## src/rtl/piso_serial_ctrl.sv

```systemverilog
// Parallel-in/serial-out sequencer: accepts a word in IDLE, shifts it out MSB-first
// holding each bit BIT_DIV clocks, then idles GAP_CYCLES clocks before accepting again.
module piso_serial_ctrl #(
  parameter int WIDTH      = 4,
  parameter int BIT_DIV    = 1,
  parameter int GAP_CYCLES = 1
) (
  input  logic             clk,
  input  logic             reset,
  input  logic [WIDTH-1:0] in_data,
  input  logic             in_valid,
  output logic             in_ready,
  input  logic             abort,
  output logic             sout,
  output logic             sout_valid,
  output logic             busy,
  output logic             done
);

  localparam int BW = $clog2(WIDTH) + 1;
  localparam int DW = $clog2(BIT_DIV) + 1;
  localparam int GW = $clog2(GAP_CYCLES + 1) + 1;

  localparam logic [BW-1:0] BIT_LAST = BW'(WIDTH - 1);
  localparam logic [DW-1:0] DIV_LAST = DW'(BIT_DIV - 1);
  // With no gap the GAP state is unreachable, so its terminal value is irrelevant.
  localparam logic [GW-1:0] GAP_LAST = GW'((GAP_CYCLES > 0) ? GAP_CYCLES - 1 : 0);

  typedef enum logic [1:0] {IDLE, SHIFT, GAP} state_t;

  state_t           state, next_state;
  logic [WIDTH-1:0] shift_reg;
  logic [BW-1:0]    bit_cnt;
  logic [DW-1:0]    div_cnt;
  logic [GW-1:0]    gap_cnt;

  logic div_wrap, last_bit, gap_end;

  assign div_wrap = (div_cnt == DIV_LAST);
  assign last_bit = (bit_cnt == BIT_LAST) && div_wrap;
  assign gap_end  = (gap_cnt == GAP_LAST);

  always_ff @(posedge clk) begin
    if (reset) state <= IDLE;
    else       state <= next_state;
  end

  always_comb begin
    next_state = state;
    case (state)
      IDLE:  if (in_valid) next_state = SHIFT;
      SHIFT: begin
        if (abort)         next_state = IDLE;
        else if (last_bit) next_state = (GAP_CYCLES == 0) ? IDLE : GAP;
      end
      GAP:   if (abort || gap_end) next_state = IDLE;
      default: next_state = IDLE;
    endcase
  end

  always_ff @(posedge clk) begin
    if (reset) begin
      shift_reg <= '0;
      bit_cnt   <= '0;
      div_cnt   <= '0;
      gap_cnt   <= '0;
    end else begin
      case (state)
        IDLE: begin
          if (in_valid) begin
            shift_reg <= in_data;
            bit_cnt   <= '0;
            div_cnt   <= '0;
            gap_cnt   <= '0;
          end
        end
        SHIFT: begin
          if (abort) begin
            shift_reg <= '0;
            bit_cnt   <= '0;
            div_cnt   <= '0;
          end else if (div_wrap) begin
            div_cnt   <= '0;
            shift_reg <= {shift_reg[WIDTH-2:0], 1'b0};
            bit_cnt   <= last_bit ? '0 : bit_cnt + BW'(1);
            gap_cnt   <= '0;
          end else begin
            div_cnt <= div_cnt + DW'(1);
          end
        end
        GAP: begin
          if (abort || gap_end) gap_cnt <= '0;
          else                  gap_cnt <= gap_cnt + GW'(1);
        end
        default: begin
          bit_cnt <= '0;
          div_cnt <= '0;
          gap_cnt <= '0;
        end
      endcase
    end
  end

  // abort takes priority over completion, so done is masked in the same cycle.
  always_comb begin
    in_ready   = (state == IDLE);
    busy       = (state != IDLE);
    sout_valid = (state == SHIFT);
    sout       = (state == SHIFT) && shift_reg[WIDTH-1];
    done       = (state == SHIFT) && last_bit && !abort;
  end

endmodule

```

## config.mk

```make
export PLATFORM = sky130hd
export DESIGN_NAME = piso_serial_ctrl
export DESIGN_NICKNAME = d
export VERILOG_FILES = /design/src/rtl/piso_serial_ctrl.sv
export SDC_FILE = /design/constraint.sdc
export NUM_CORES = 1
export LEC_CHECK = 0
export CAP_MARGIN = 20
export CORE_AREA = 2 2 39 41
export CTS_CLUSTER_SIZE = 30
export DETAILED_ROUTE_END_ITERATION = 12
export DIE_AREA = 0 0 41 43
export PLACE_DENSITY = 0.68
export SETUP_SLACK_MARGIN = 0.3
export SLEW_MARGIN = 20
export SYNTH_ARGS = -nofsm -noshare
export SYNTH_HDL_FRONTEND = slang
export SYNTH_SLANG_ARGS = --single-unit
```

## constraint.sdc

```tcl
create_clock -name clk -period 1.75 [get_ports clk]
set_input_delay 0.175 -clock clk [delete_from_list [all_inputs] [get_ports clk]]
set_output_delay 0.175 -clock clk [all_outputs]
set_load 0.005 [all_outputs]
```

# Word-level counts from Yosys, hierarchy flattened
# Cells that the tools add are included.
# op_classes
add_sub_neg	3
eq_ne	9
n_mux	23
bitwise	2
reduce_logical	15
# ops
operator	n
2-bit two-way mux	8
3-bit two-way mux	4
4-bit two-way mux	3
2-bit case mux with 3 select lines	2
3-bit AND reduction	4
3-bit case mux with 3 select lines	1
2-bit != test (second input constant)	4
4-bit case mux with 2 select lines	1
1-bit logical AND	4
2-bit zero test	2
2-bit nonzero test	2
3-bit by 1-bit adder with 3-bit output (second input constant)	1
3-bit by 2-bit == test with 1-bit output (second input constant)	1
1-bit two-way mux	3
3-bit by 2-bit != test with 1-bit output (second input constant)	1
3-bit != test (second input constant)	1
1-bit case mux with 3 select lines	1
2-bit by 1-bit adder with 2-bit output (second input constant)	1
2-bit by 1-bit == test with 1-bit output (second input constant)	1
2-bit == test (second input constant)	1
1-bit NOT	2
2-bit AND reduction	1
1-bit adder (second input constant)	1
1-bit zero test	1
1-bit logical OR	1
# totals
ff_bits	12
out_inout_bits	5

# Logic depth before layout (Yosys ltp)
# Gate-level depths: netlist of run 1.
# depth
depth_word	6
ltp_mapped	5
depth_no_buf	5

# Worst setup path after synthesis of run 1
# No wires, ideal clock.
# synth_timing
path_kind	flip-flop to flip-flop
start	register gap_cnt[0]
end	register gap_cnt[0]
setup_ns	0.070
arrival_time_ns	1.089
required_ns	1.680
setup_slack_ns	0.591
path_stages_with_launch	6
path_buffers	0
path_cell_list	dfxtp_1 inv_1 ha_1 nor4b_2 nand2_1 a21oi_1
# synth_via
elab_chain_len	4
word_cells_on_any_way	5
# synth_rtl
item	line_no	rtl
start: declaration	35	logic [GW-1:0] gap_cnt;
start signal: assignment	93	else gap_cnt <= gap_cnt + GW'(1);
parallel branches: the longest is 2 deep, another holds 2-bit by 1-bit adder with 2-bit output	n/a	
2-bit two-way mux (*)	92	if (abort || gap_end) gap_cnt <= '0;
2-bit case mux with 3 select lines (*)	68	case (state)
# Every way passes the cells marked *.
# A chain may end at the register's enable or synchronous reset.

# Final worst setup path of run 1
# layout_timing
start	input port abort
end	output port done
# layout_via
elab_chain_len	2
# layout_rtl
item	line_no	rtl
start: declaration	13	input logic abort,
1-bit zero test	110	done = (state == SHIFT) && last_bit && !abort;
1-bit logical AND	110	
end: declaration	17	output logic done
# No other way between the ends.

==> results of run 1 <==
-- kinds of logic after synthesis --
family          count (synthesis)
compound gates                 17
fa+ha+maj                       2
buf+inv                         6
simple gates                   30
flops                          11
-- repair_timing --
action                     in CTS  in global routing
gates resized for setup        11                  7
buffers inserted                4                  1
setup endpoints to repair       5                  3
cloned                          0                  0
-- metrics by stage --
stage	utilization, %	setup slack, ns	hold WS [ns]	instance area (µm²)
6_report	58.7	0.307	0.475	812
5_1_grt	58.7	0.289	0.507	812
4_1_cts	57.7	0.191	0.474	798
3_5_place_dp	52.7	-0.0632	0.462	729
3_3_place_gp	52.7	-0.0754	0.462	729
2_1_floorplan	-	0.591	0.244	569
-- worst reg2reg max path: stages, from the launching register on --
cell and delay, ns:
dfxtp_2 0.33, buf_6 0.12, buf_4 0.16, nor4b_4 0.38, nand2_1 0.09, a21oi_1 0.15
-- power breakdown --
part / total (µW) / leakage, µW / switching, µW / internal [µW]
clock network: 171 / 0.0000150 / 82.9 / 88.1
logic: 94.6 / 0.000227 / 41.7 / 53.0
registers: 266 / 0.0000901 / 5.21 / 260
total: 531 / 0.000332 / 130 / 402
-- area by class of cell --
class	count	share of cell area, %
clock buffers	4	3.24
repair buffers	21	22.3
multi-input cells	49	42.8
flip-flops and latches	11	27.3
inverters	4	1.85
well taps	16	2.47
-- synthesized netlist by cell type --
master / number
a21oi_1: 5
a22oi_1: 1
and2_1: 2
and3_1: 1
buf_2: 2
dfxtp_1: 11
ha_1: 2
inv_1: 4
nand2_1: 5
nand2b_1: 2
nand3_1: 1
nand3b_1: 4
nor2_1: 4
nor2b_1: 7
nor3_1: 1
nor3b_2: 1
nor4b_2: 1
o21a_1: 1
o21ai_0: 3
o221a_2: 3
o22ai_1: 4
or3b_1: 1
-- worst paths after layout --
check	from	to	slack (ns)	cells after the start
worst max-delay path	abort	done	0.31	4
worst max register to register	state[0]	gap_cnt[0]	0.45	5
worst min-delay path	shift_reg[0]	shift_reg[0]	0.48	2
worst min register to register	shift_reg[0]	shift_reg[0]	0.48	2
-- per-layer routing --
metal | wire length (µm) | part of all wire (%) | track usage [%]
met3 | 89 | 6.3 | 5.24
met1 | 619 | 44 | 22.9
met5 | 0 | 0 | 0
met4 | 14 | 0.99 | 8.67
met2 | 686 | 49 | 24.1
==> run_results.csv, run 1 <==
group,metric,value,unit
placement,hpwl,852,µm
finish,largest_reg_flops,4,
synthesis,syn-num-nets,76,
worst_setup_path,required,1.57,ns
synthesis,yosysWarnings,0,
die,pin_count,13,
sta,period_minus_slack,1.44,ns
cts,cts_hold_buf,0,
finish,final_common_cell,"dfxtp_1",
sta,fin_tns_setup,0,ns
grt,antenna_found_initial,0,
grt,grt_pass1_vias,511,
sta,final_hold_viol_count,0,
sta,rsz0062_at_grt,"false",
route,drtIter0Drc,19,
pwr,powerDensity,654,nW/µm²
cts,h-tree-depth,1,
sta,finalMaxSlewViolations,0,
finish,final_cell_mix,"10 x dfxtp_1, 7 x clkdlybuf4s50_1, 7 x buf_4",
sta,slew_headroom,78.4,%
finish,regArea,221,µm²
pwr,power_leakage,0.000332,µW
cts,clk_latency,0.26,ns
synthesis,synth.cell_area,569,µm²
grt,grt_max_degree,10,
synthesis,ys_ff_latch,11,
route,antenna_left,0,
synthesis,ys_types,22,
cts,clkTransAtPathRegs,0.07,ns
synthesis,synth.top_cell.area_share,38.7,%
synthesis,yosys-mux-area-fraction,0,%
sta,period_share,82.5,%
synthesis,seq_area_frac_synth,38.7,%
placement,gp_congestion,0.735,
pwr,ir_drop,313,µV
run_status,outcome,"finished, final reports clean",
die,num_rows,14,
placement,io_buffers,12,
die,dieArea,1760,µm²
sta,setup_viol,0,
cts,cts_sinks,11,
synthesis,synth.avg_cell_area,8.63,µm²
die,core_area,1380,µm²
worst_setup_path,critPathBufInv,2,
worst_setup_path,cp_slowest_cell,"clkdlybuf4s50_1",
grt,grt.overflow.total,0,
sta,worst_pin_slew,0.323,ns
worst_setup_path,timing.critical_path.cells,"clkdlybuf4s50_1 -> or3b_4 -> nor2_2 -> clkbuf_2",
route,wirelength,1410,µm
route,viasPerCell,5.43,
grt,grt_usage,17.2,%
finish,num_antenna_cells,0,
finish,n_fill_cell,120,
synthesis,synth_compound_area_share,20.0,%
worst_setup_path,cp_top_family,"buffers and inverters",
cts,cts.path.max_buffers,2,
cts,cts_tree,"done",
finish,area_growth,42.6,%
synthesis,yosys.area_share.simple,32.5,%
synthesis,syn_inst,66,
placement,dpl.cell_count,96,
finish,multi_input_area,348,µm²
route,route.detailed.drc,0,
finish,final_cells,105,
grt,grt_pass1_wl,2100,µm
route,wl_per_cell,13.4,µm
synthesis,synth.area.top_cells,"dfxtp_1 39%, nor2b_1 7.7%, o221a_2 5.9%",
die,initial_core_util,41.1,%
synthesis,synth-xor-area-share,0,%
worst_setup_path,slowest_delay,0.46,ns
finish,layout.nets,100,
worst_setup_path,end_kind,"primary output",
route,vias,570,
min_path,holdCritPathClass,"reg -> reg",
synthesis,synth_top_family_by_area,"simple AND/OR/NAND/NOR gates",
die,die_w,41,µm
synthesis,yosysTopAreaCell,"dfxtp_1",
worst_setup_path,arrival,1.27,ns
worst_setup_path,crit_fanout,2,
sta,skew,0.000896,ns
route,firstDrtPassIters,4,
cts,cts_buffers,3,
run,maxCapViolCount,0,
worst_setup_path,critPathKind,"in -> out",
die,die_y,43,µm
sta,timing.fmax,0.693,GHz
cts,clockRootBuffer,"clkbuf_4",
finish,layout-drive-gt1-share,27.0,%
worst_setup_path,setup.worst_path.start_class,"primary input",
synthesis,synthAdderAreaFrac,4.40,%
pwr,p_total,531,µW
Note: power is estimated with default switching activity, not from simulation.
==> inputs of run 2 (changes only) <==
==> constraint.sdc (replaced) <==
create_clock -name clk -period 1.45 [get_ports clk]
set_input_delay 0.145 -clock clk [delete_from_list [all_inputs] [get_ports clk]]
set_output_delay 0.145 -clock clk [all_outputs]
set_load 0.005 [all_outputs]
==> run_results.csv, run 2 (synthesis results as in run 1) <==
group,metric,value,unit
route,wl_per_cell,14.2,µm
finish,area_growth,68.6,%
sta,timing.fmax,0.730,GHz
die,num_rows,14,
min_path,min_to,"shift_reg[0]",
sta,finalMaxSlewViolations,0,
die,die_y,43,µm
route,vias,598,
route,firstDrtPassIters,4,
die,initial_core_util,41.1,%
pwr,powerDensity,720,nW/µm²
cts,clockRootBuffer,"clkbuf_4",
sta,period_minus_slack,1.37,ns
worst_setup_path,critPathKind,"reg -> out",
worst_setup_path,r2r_slack,0.13,ns
cts,clk_latency,0.27,ns
route,viasPerCell,5.34,
pwr,ir_drop,495,µV
die,pin_count,13,
placement,gp_congestion,0.778,
worst_setup_path,slowest_delay,0.41,ns
run,maxCapViolCount,0,
route,wirelength,1590,µm
pwr,p_total,691,µW
grt,grt_max_degree,9,
die,die_w,41,µm
finish,largest_reg_flops,4,
cts,cts_hold_buf,0,
cts,h-tree-depth,1,
sta,setup_ws,0.0803,ns
route,antenna_left,0,
finish,final_cell_mix,"9 x buf_4, 8 x buf_6, 7 x dfxtp_1, 7 x clkdlybuf4s50_1",
min_path,hold_start,"in_data[0]",
sta,fin_tns_setup,0,ns
sta,final_hold_viol_count,0,
die,core_area,1380,µm²
cts,clkTransAtPathRegs,0.07,ns
worst_setup_path,timing.critical_path.cells,"or3b_4 -> nor2_4 -> buf_2",
cts,cts.path.max_buffers,2,
worst_setup_path,r2r_cells,6,
cts,cts_buffers,3,
route,drtIter0Drc,3,
placement,dp_slack,-0.281,ns
cts,cts_tree,"done",
pwr,power_leakage,0.000390,µW
grt,grt.overflow.total,0,
sta,period_share,94.5,%
run_status,outcome,"finished, final reports clean",
worst_setup_path,required,1.31,ns
finish,num_antenna_cells,0,
worst_setup_path,crit_fanout,2,
placement,hpwl,881,µm
min_path,holdCritPathClass,"in -> reg",
cts,cts_sinks,11,
worst_setup_path,rr_endpoint,"state[1]",
grt,antenna_found_initial,0,
grt,grt_pass1_vias,549,
worst_setup_path,cp_slowest_cell,"or3b_4",
grt,grt_usage,19.4,%
grt,grt_pass1_wl,2300,µm
die,dieArea,1760,µm²
finish,n_fill_cell,110,
worst_setup_path,timing.rr.start,"state[0]",
sta,rsz0062_at_grt,"true",
sta,skew,0.00116,ns
min_path,holdPathStages,3,
worst_setup_path,arrival,1.22,ns
placement,io_buffers,12,
route,route.detailed.drc,0,
worst_setup_path,end_kind,"primary output",
finish,layout-drive-gt1-share,50.0,%
sta,setup_viol,0,
sta,slew_headroom,82.8,%
finish,layout.nets,107,
finish,final_common_cell,"buf_4",
worst_setup_path,setup.worst_path.start_class,"flop",
sta,worst_pin_slew,0.258,ns
run 2: critical path, delay by kind of cell, from the launching register on:
| kind | cells | cell delay, ns |
|---|---|---|
| flops | 1 | 0.33 |
| buf+inv | 1 | 0.11 |
| simple gates | 2 | 0.51 |
run 2: layout make-up:
| cell class | instances | area [µm²] | share of cell area, % |
|---|---|---|---|
| multi-input combinational | 49 | 425 | 44.3 |
| timing repair buffer | 28 | 248 | 25.8 |
| sequential | 11 | 225 | 23.5 |
| clock buffer | 4 | 26.3 | 2.74 |
| tap | 16 | 20.0 | 2.09 |
| inverter | 4 | 15.0 | 1.56 |
run 2: worst max path at each step:
stage,start,to,depth (start not counted)
after floorplan,state[0],bit_cnt[2],3
after global placement,abort,done,4
after detailed placement,abort,done,4
after CTS,state[0],done,3
after global routing,state[1],done,3
final,state[1],done,3
run 2: metal layers:
metal	GRT usage, %	routed length, µm
met3	5.24	57
met2	29.7	780
met1	23.6	728
met5	0	0
met4	10.0	27
run 2: stage by stage:
step / area (µm²) / util, % / instances / hold WS, ns
after floorplan: 578 / - / 66 / 0.214
after global placement: 761 / 55.0 / 99 / 0.462
after detailed placement: 761 / 55.0 / 99 / 0.465
after CTS: 870 / 62.8 / 110 / 0.444
after global routing: 960 / 69.3 / 112 / 0.501
final: 960 / 69.3 / 112 / 0.465
run 2: timing repair:
item,4_1_cts,5_1_grt
cloned,1,0
buffers inserted,6,2
pin swaps,10,12
setup endpoints to repair,9,16
resized for setup,37,18
run 2: power breakdown:
part | switching [µW] | internal [µW] | total [µW]
Clock | 106 | 107 | 213
Sequential | 6.85 | 314 | 321
Combinational | 65.6 | 90.9 | 157
==> inputs of run 3 (changes only) <==
--- a/config.mk
+++ b/config.mk
@@ -5,7 +5,7 @@
 export SDC_FILE = /design/constraint.sdc
 export NUM_CORES = 1
 export LEC_CHECK = 0
-export CAP_MARGIN = 20
+export CAP_MARGIN = 30
 export CORE_AREA = 2 2 39 41
 export CTS_CLUSTER_SIZE = 30
 export DETAILED_ROUTE_END_ITERATION = 12
==> results of run 3 <==
The final DEF is identical to that of run 2; final timing and power are the same.
